**src/rtl/chk_pkg.sv**
```systemverilog
// Shared types and helpers for the counter-pattern stream checker.
package chk_pkg;

  typedef enum logic [1:0] {
    HUNT,
    CHECK,
    LOCKED
  } chk_st_t;

  localparam int CHK_CW = 32;

  function automatic int chk_nwords(input int dw, input int sw);
    return dw / sw;
  endfunction

endpackage

```
**src/rtl/chk_lat_stats.sv**
```systemverilog
// Latency min/max tracker for timestamped beats; active only when CHK_LATENCY_EN is defined,
// otherwise the outputs hold their reset values.
module chk_lat_stats #(
  parameter int TSW     = 32,
  parameter int LAT_CAP = 50
) (
  input  logic           clk,
  input  logic           reset_n,
  input  logic           clr,
  input  logic           sample,
  input  logic [TSW-1:0] lat,
  output logic [TSW-1:0] lat_min,
  output logic [TSW-1:0] lat_max,
  output logic           lat_vld
);

`ifdef CHK_LATENCY_EN
  always_ff @(posedge clk) begin
    if (!reset_n) begin
      lat_min <= '1;
      lat_max <= '0;
      lat_vld <= 1'b0;
    end else begin
      lat_vld <= sample;
      // a clear in the same cycle as a sample discards that sample
      if (clr) begin
        lat_min <= '1;
        lat_max <= '0;
      end else if (sample) begin
        if ((lat != '0) && (lat < lat_min))
          lat_min <= lat;
        if ((lat > lat_max) && (lat < TSW'(LAT_CAP)))
          lat_max <= lat;
      end
    end
  end
`else
  logic unused_lat;
  assign unused_lat = ^{clk, reset_n, clr, sample, lat};
  assign lat_min    = '1;
  assign lat_max    = '0;
  assign lat_vld    = 1'b0;
`endif

endmodule

```
**src/rtl/chk_seq_stream.sv**
```systemverilog
// Receive-side checker for counter-pattern traffic: lock FSM, error/beat counters, bandwidth
// window and (with CHK_LATENCY_EN defined) timestamp latency statistics.
//
//  state  | meaning
//  HUNT   | next beat only seeds the reference word
//  CHECK  | counting consecutive matching beats towards lock
//  LOCKED | locked; mismatches are errors, MISS_MAX in a row drop lock
module chk_seq_stream
  import chk_pkg::*;
#(
  parameter int DW       = 192,
  parameter int SW       = 12,
  parameter int TSW      = 32,
  parameter int LOCK_CNT = 2,
  parameter int MISS_MAX = 4,
  parameter int LAT_CAP  = 50,
  parameter int BW_WIN   = 1000
) (
  input  logic              clk,
  input  logic              reset_n,
  input  logic              vld,
  input  logic [DW-1:0]     data,
  input  logic              ts_vld,
  input  logic [TSW-1:0]    now,
  input  logic              clr_stats,
  output logic              good,
  output logic              err,
  output logic              locked,
  output logic [CHK_CW-1:0] err_cnt,
  output logic [CHK_CW-1:0] beat_cnt,
  output logic [TSW-1:0]    lat_min,
  output logic [TSW-1:0]    lat_max,
  output logic              lat_vld,
  output logic [CHK_CW-1:0] bw_beats,
  output logic              bw_vld
);

  localparam int NW = chk_nwords(DW, SW);
  localparam logic [SW-1:0] NW_MASK = SW'(NW - 1);
  localparam int OKW = $clog2(LOCK_CNT + 1);
  localparam int MSW = $clog2(MISS_MAX + 1);
  localparam int BCW = (BW_WIN > 1) ? $clog2(BW_WIN) : 1;
`ifdef CHK_LATENCY_EN
  localparam int TS_WORDS = (TSW + SW - 1) / SW;
`endif

  chk_st_t           st;
  logic [SW-1:0]     ref_w;
  logic [SW-1:0]     ref_p1;
  logic [NW-1:0]     word_ok;
  logic              aligned;
  logic              match;
  logic              good_now;
  logic              err_now;
  logic              lat_sample;
  logic [OKW-1:0]    ok_cnt;
  logic [MSW-1:0]    miss_cnt;
  logic [BCW-1:0]    bw_cyc;
  logic [CHK_CW-1:0] bw_acc;
  logic [TSW-1:0]    lat;

  assign ref_p1  = ref_w + 1'b1;
  assign aligned = (ref_p1 & NW_MASK) == '0;

  for (genvar k = 0; k < NW; k++) begin : g_word
    logic [SW-1:0] exp_w;
    assign exp_w = ref_w + SW'(k + 1);
`ifdef CHK_LATENCY_EN
    localparam bit TS_EXCL = (k < TS_WORDS);
    assign word_ok[k] = (data[SW*k +: SW] == exp_w) || (ts_vld && TS_EXCL);
`else
    assign word_ok[k] = (data[SW*k +: SW] == exp_w);
`endif
  end

  assign match      = aligned && (&word_ok);
  assign good_now   = vld && match && (st != HUNT);
  assign err_now    = vld && !match && (st == LOCKED);
  assign lat_sample = vld && ts_vld && match && (st == LOCKED);
  assign lat        = now - data[TSW-1:0];

  always_ff @(posedge clk) begin
    if (!reset_n) begin
      st       <= HUNT;
      ref_w    <= '0;
      ok_cnt   <= '0;
      miss_cnt <= '0;
      good     <= 1'b0;
      err      <= 1'b0;
      locked   <= 1'b0;
    end else begin
      good <= good_now;
      err  <= err_now;
      if (vld) begin
        // reference always follows the stream so a slipped pattern resyncs by itself
        ref_w <= data[DW-1 -: SW];
        case (st)
          HUNT: begin
            ok_cnt <= '0;
            st     <= CHECK;
          end
          CHECK: begin
            if (match) begin
              ok_cnt <= ok_cnt + 1'b1;
              if (ok_cnt == OKW'(LOCK_CNT - 1)) begin
                st       <= LOCKED;
                locked   <= 1'b1;
                miss_cnt <= '0;
              end
            end else begin
              ok_cnt <= '0;
            end
          end
          LOCKED: begin
            if (match) begin
              miss_cnt <= '0;
            end else begin
              miss_cnt <= miss_cnt + 1'b1;
              if (miss_cnt == MSW'(MISS_MAX - 1)) begin
                st     <= HUNT;
                locked <= 1'b0;
              end
            end
          end
          default: begin
            st     <= HUNT;
            locked <= 1'b0;
          end
        endcase
      end
    end
  end

  always_ff @(posedge clk) begin
    if (!reset_n || clr_stats) begin
      err_cnt  <= '0;
      beat_cnt <= '0;
    end else begin
      if (err_now && (err_cnt != '1))
        err_cnt <= err_cnt + 1'b1;
      if (good_now && (beat_cnt != '1))
        beat_cnt <= beat_cnt + 1'b1;
    end
  end

  always_ff @(posedge clk) begin
    if (!reset_n) begin
      bw_cyc   <= '0;
      bw_acc   <= '0;
      bw_beats <= '0;
      bw_vld   <= 1'b0;
    end else if (bw_cyc == BCW'(BW_WIN - 1)) begin
      bw_cyc   <= '0;
      bw_acc   <= '0;
      bw_beats <= bw_acc + CHK_CW'(good_now);
      bw_vld   <= 1'b1;
    end else begin
      bw_cyc <= bw_cyc + 1'b1;
      bw_acc <= bw_acc + CHK_CW'(good_now);
      bw_vld <= 1'b0;
    end
  end

  chk_lat_stats #(
    .TSW     (TSW),
    .LAT_CAP (LAT_CAP)
  ) u_lat_stats (
    .clk     (clk),
    .reset_n (reset_n),
    .clr     (clr_stats),
    .sample  (lat_sample),
    .lat     (lat),
    .lat_min (lat_min),
    .lat_max (lat_max),
    .lat_vld (lat_vld)
  );

endmodule

```
**config.mk**
```make
export PLATFORM = sky130hd
export DESIGN_NAME = chk_seq_stream
export DESIGN_NICKNAME = d
export VERILOG_FILES = /design/src/rtl/chk_pkg.sv /design/src/rtl/chk_lat_stats.sv /design/src/rtl/chk_seq_stream.sv
export SDC_FILE = /design/constraint.sdc
export NUM_CORES = 1
export LEC_CHECK = 0
export BUFFER_PORTS_ARGS = -buffer_cell sky130_fd_sc_hd__clkbuf_2
export CELL_PAD_IN_SITES_DETAIL_PLACEMENT = 0
export CELL_PAD_IN_SITES_GLOBAL_PLACEMENT = 2
export CORE_UTILIZATION = 29
export DETAILED_ROUTE_END_ITERATION = 10
export HOLD_SLACK_MARGIN = 0.1
export PLACE_DENSITY = 0.8
export SYNTH_ARGS = -nofsm -noshare
export SYNTH_HDL_FRONTEND = slang
export SYNTH_HIERARCHICAL = 1
export SYNTH_SLANG_ARGS = --single-unit
```
**constraint.sdc**
```tcl
create_clock -name clk -period 7 [get_ports clk]
set_clock_uncertainty 0.2 [all_clocks]
set_input_delay 1.05 -clock clk [delete_from_list [all_inputs] [get_ports clk]]
set_output_delay 1.05 -clock clk [all_outputs]
set_load 0.01 [all_outputs]
```
==> results.yml, run 1 <==
outcome:
  run_status: "completed"
global_route:
  gr-usage-all-layers: 0.254
  globalRoute.totalOverflow: 0
  grt_max_degree: 63
  grt_pass1_vias: 14200
  wire_length_of_the_first_global_routing_pass_microns: 93300
  initial_antenna_violation_count: 5
placement:
  post-place-ws_ns: 0.358
  detailedPlacementHpwl_microns: 50800
  place_congestion: 0.980
  portBuffers: 295
  placedCellCount: 2751
critical_path:
  worst_path_max_delay_cell: "or4_1"
  crit_path_end_kind: "flop"
  timing.critical_path.slowest_cell_delay_ns: 0.63
  crit_type: "reg2reg"
  critPathRequiredTime_ns: 7.16
  critical_path_peak_fanout: 14
  arrival_ns: 6.75
  timing.critical_path.max_delay_family: "simple AND/OR/NAND/NOR gates"
  setup.worst_path.start_class: "flop"
  critical_path.n_buffers_inverters: 1
  worstPathCellList: "buf_4 -> ha_2 -> a21o_1 -> a21boi_0 -> nor3_1 -> or4bb_1 -> nor4b_1 -> nor4bb_1 -> nand4_1 -> or4_1 -> nor2_1 -> ha_1 -> nand4_1 -> nor3_1 -> nor3b_1 -> nand2_1 -> xor2_1 -> a211oi_1"
detailed_routing:
  antenna_violating_nets_post_route: 0
  via_count: 15300
  initialDrtViolationCount: 1368
  viasPerCell: 5.49
  totalWireLength_microns: 64200
  first_pass_iters: 5
  wl_per_cell_microns: 23.1
  drcViolationCount: 0
clocking:
  cts-buffers-inserted: 17
  tritoncts: "done"
  cts_num_sinks: 161
  cts-root-to-sink-buffers: 2
  ctsHtreeMaxLevel: 4
  postCtsSetupRepairBufs: 0
  clock_latency_ns: 0.45
  cts.clk_slew.worst_paths_ns: 0.08
  clk_root_buffer_cell: "clkbuf_16"
cells_and_area:
  flow.area_growth_from_synthesis_pct: 18.9
  final_cells: 2785
  layout-drive-gt1-share: 0.211
  final_stage_net_count: 2409
timing:
  final-hold-violation-count: 0
  final-setup-viol-count: 0
  max-slew-margin-rel: 0.261
  worstMarginPinSlew_ns: 1.10
  slew_viol_final: 0
  whs_ns: 0.246
  final.period_utilization: 0.941
  final_period_minus_worst_setup_slack_ns: 6.59
  fmaxAchievable_ghz: 0.152
  unrepaired_setup_endpoints_after_global_routing: "false"
  final.setup.worst_slack_ns: 0.410
  tns_ns: 0
floorplanning:
  start_util: 0.293
  die_w_microns: 221
  floorplan.rows: 80
  io_pins: 394
  die_h_microns: 221
  core_area_sq_um: 47600
  fp.dieArea_sq_um: 49000
run:
  max_cap_violations: 0
pwr:
  total_power_mw: 2.53
  peakVddDrop_mv: 0.119
  total_leakage_power_nw: 6.40
  power-per-cell-area_nw_per_um2: 152
yosys:
  yosysWarningCount: 6
  synthesis.area_per_instance_sq_um: 7.39
  cells_after_synth: 1890
  synth.cell_area_sq_um: 14000
worst_hold_path:
  min_path_type: "reg2reg"
==> layout make-up <==
type / instances / area [sq um]
diodes: 2 / 5.00
inverters: 46 / 173
multi-input cells: 1569 / 9830
clock buffers: 18 / 439
flip-flops and latches: 161 / 3230
well taps: 615 / 769
repair buffers: 360 / 1990
clock inverters: 14 / 163
fillers: 5220 / 31000
==> sequential cells by signal (all words and copies together) (netlist names) <==
signal / cells
bw_acc: 32
ok_cnt: 2
bw_vld: 1
good: 1
locked: 1
beat_cnt: 32
bw_beats: 32
err_cnt: 32
err: 1
bw_cyc: 10
st: 2
ref_w: 12
miss_cnt: 3
==> path summary, 6_finish.rpt <==
check | cells past startpoint | startpoint | slack, ns | endpoint
worst max register to register | 18 | ref_w[2] | 0.41 | bw_beats[29]
worst min-delay path | 1 | bw_cyc[0] | 0.25 | bw_cyc[0]
worst min register to register | 1 | bw_cyc[0] | 0.25 | bw_cyc[0]
worst max-delay path | 18 | ref_w[2] | 0.41 | bw_beats[29]
==> metal layers <==
layer	global-route usage	wire, microns
met5	0	27
met4	0.0762	1670
met3	0.0503	4730
met2	0.388	27700
met1	0.358	30100
==> timing repair <==
| item | in CTS | in global routing |
|---|---|---|
| hold buffers | 0 | 0 |
| setup endpoints to repair | 0 | 11 |
| gates resized for setup | 0 | 2 |
==> placed cells by master, fill, tap and decap left out, types with 11 or more instances in the layout <==
master	count
o31ai_1	11
xor2_1	67
o21ai_0	84
conb_1	65
clkbuf_2	295
o211ai_1	21
nand2_1	171
and3_1	29
nor2b_1	20
nor4_1	33
mux2i_1	31
or4_1	21
o22ai_1	13
or3_1	47
dfxtp_1	157
a21oi_1	96
clkbuf_16	17
nand3_1	76
ha_1	24
or2_2	18
buf_4	63
a31oi_1	16
nor2_1	199
xnor2_1	131
nand4_1	61
nor3_1	49
inv_1	42
nand2b_1	21
a211oi_1	42
==> power breakdown <==
part / switching (mW) / internal, mW
Combinational: 0.395 / 0.218
Clock: 0.459 / 0.520
Sequential: 0.0146 / 0.921
==> metrics by stage <==
stage	util	area, sq um
6_report	0.348	16600
3_3_place_gp	0.336	16000
4_1_cts	0.348	16600
3_5_place_dp	0.336	16000
5_1_grt	0.348	16600
2_1_floorplan	-	14200
Power figures use the tool's default switching activity.
==> run 2, diff against run 1 <==
--- a/config.mk
+++ b/config.mk
@@ -5,13 +5,15 @@
 export SDC_FILE = /design/constraint.sdc
 export NUM_CORES = 1
 export LEC_CHECK = 0
+export ABC_AREA = 1
 export BUFFER_PORTS_ARGS = -buffer_cell sky130_fd_sc_hd__clkbuf_2
 export CELL_PAD_IN_SITES_DETAIL_PLACEMENT = 0
 export CELL_PAD_IN_SITES_GLOBAL_PLACEMENT = 2
-export CORE_UTILIZATION = 29
+export CORE_UTILIZATION = 28
 export DETAILED_ROUTE_END_ITERATION = 10
 export HOLD_SLACK_MARGIN = 0.1
-export PLACE_DENSITY = 0.8
+export PLACE_DENSITY = 0.84
+export SKIP_CTS_REPAIR_TIMING = 1
 export SYNTH_ARGS = -nofsm -noshare
 export SYNTH_HDL_FRONTEND = slang
 export SYNTH_HIERARCHICAL = 1
==> run 2 against run 1 <==
Net effect: power grew 8.4%; final cell count grew 58%; largest cell class unchanged; register-to-register slack gained 0.44 ns; clock power shrank 8.8%; critical endpoint is now bw_beats[31].
==> results.yml, run 2 <==
detailed_routing:
  viasPerCell: 4.93
  initialDrtViolationCount: 1933
  antenna_violating_nets_post_route: 0
  wl_met2_microns: 39000
  first_pass_iters: 6
  totalWireLength_microns: 85800
  via_count: 21700
  wl_per_cell_microns: 19.5
  route.layer.met1.wl_microns: 37600
  top_layer: "met5"
  wl_met3_microns: 6080
  drcViolationCount: 0
critical_path:
  crit_type: "reg2reg"
  rr_startpoint: "ref_w[1]"
  timing.critical_path.max_delay_family: "simple AND/OR/NAND/NOR gates"
  critical_path.n_buffers_inverters: 4
  setup.worst_path.start_class: "flop"
  critical_path_peak_fanout: 10
  timing.critical_path.slowest_cell_delay_ns: 0.41
  r2r-end: "bw_beats[31]"
  arrival_ns: 6.24
  critPathRequiredTime_ns: 7.09
  flop_to_flop_setup_slack_ns: 0.85
  reg2regPathDepth: 28
  crit_path_end_kind: "flop"
  critical_path.most_common_cell: "nand2_1"
  worst_path_max_delay_cell: "nor3_1"
worst_hold_path:
  hold_path_depth: 1
  whs_endpoint: "bw_cyc[0]"
  min_path_type: "reg2reg"
  hp-start: "bw_cyc[0]"
timing:
  final.period_utilization: 0.879
  unrepaired_setup_endpoints_after_global_routing: "false"
  fmaxAchievable_ghz: 0.163
  whs_ns: 0.254
  final-setup-viol-count: 0
  final_period_minus_worst_setup_slack_ns: 6.15
  max-slew-margin-rel: 0.202
  slew_viol_final: 0
  final-hold-violation-count: 0
  tns_ns: 0
  worstMarginPinSlew_ns: 1.20
floorplanning:
  die_h_microns: 252
  start_util: 0.284
  floorplan.rows: 91
  fp.dieArea_sq_um: 63600
  core_area_sq_um: 61800
  io_pins: 394
  die_w_microns: 252
global_route:
  grt_pass1_vias: 19500
  initial_antenna_violation_count: 14
  wire_length_of_the_first_global_routing_pass_microns: 124000
  globalRoute.totalOverflow: 0
  grt_max_degree: 51
  gr-usage-all-layers: 0.262
pwr:
  power-per-cell-area_nw_per_um2: 136
  peakVddDrop_mv: 0.160
  total_leakage_power_nw: 10.1
cells_and_area:
  mostFrequentLayoutCell: "nand2_1"
  mostFrequentLayoutCells: "nand2_1 (1200), nor2_1 (433), inv_1 (397)"
  postLayoutCoreUtil: 0.326
  layout-drive-gt1-share: 0.109
  flow.area_growth_from_synthesis_pct: 14.9
  final_stage_net_count: 3810
placement:
  place_congestion: 1.02
  portBuffers: 295
  detailedPlacementHpwl_microns: 71300
clocking:
  tritoncts: "done"
  cts.clk_slew.worst_paths_ns: 0.07
  ctsHtreeMaxLevel: 4
  cts-buffers-inserted: 17
  cts-root-to-sink-buffers: 2
  cts_num_sinks: 161
  clock_latency_ns: 0.44
  clk_root_buffer_cell: "clkbuf_16"
outcome:
  run_status: "completed"
yosys:
  yosysWarningCount: 6
  synth.cell_area_sq_um: 17500
  cells_after_synth: 3310
  synthesis.area_per_instance_sq_um: 5.30
run:
  max_cap_violations: 0
[run 2: worst max-delay path by stage]
stage	from	endpoint	slack [ns]	cells past startpoint
2_1_floorplan	ref_w[1]	bw_beats[30]	2.45	33
3_3_place_gp	ref_w[1]	bw_beats[31]	0.90	28
3_5_place_dp	ref_w[1]	bw_beats[31]	0.91	28
4_1_cts	ref_w[1]	bw_beats[31]	0.86	28
5_1_grt	ref_w[2]	bw_beats[31]	0.32	28
6_report	ref_w[1]	bw_beats[31]	0.85	28
[run 2: layer usage]
metal  track usage  up-vias
met2         0.430      793
met1         0.345     9905
met3        0.0372      133
li1              -    10900
met4         0.101       22
met5             0        -
[run 2: final cells by class]
type	instances	area, sq um
fillers	7258	41700
clock buffers	19	443
repair buffers	339	1810
inverters	407	1530
multi-input cells	2630	12000
diodes	3	7.51
flip-flops and latches	161	3220
well taps	837	1050
clock inverters	12	98.8
[run 2: power by group]
group / leakage [nW] / switching, mW / internal (mW) / total (mW)
clock: 0.261 / 0.424 / 0.468 / 0.893
sequential: 1.30 / 0.00899 / 0.922 / 0.931
combinational: 8.50 / 0.665 / 0.251 / 0.916
total: 10.1 / 1.10 / 1.64 / 2.74
[run 2: through the flow]
step	setup slack [ns]	power, mW	cell area [sq um]	instances
after CTS	0.864	2.75	20100	4405
final	0.850	2.74	20100	4408
after global placement	0.896	1.85	19600	4374
after floorplan	2.45	1.50	17800	3373
after detailed placement	0.909	1.84	19600	4374
after global routing	0.317	2.88	20100	4408
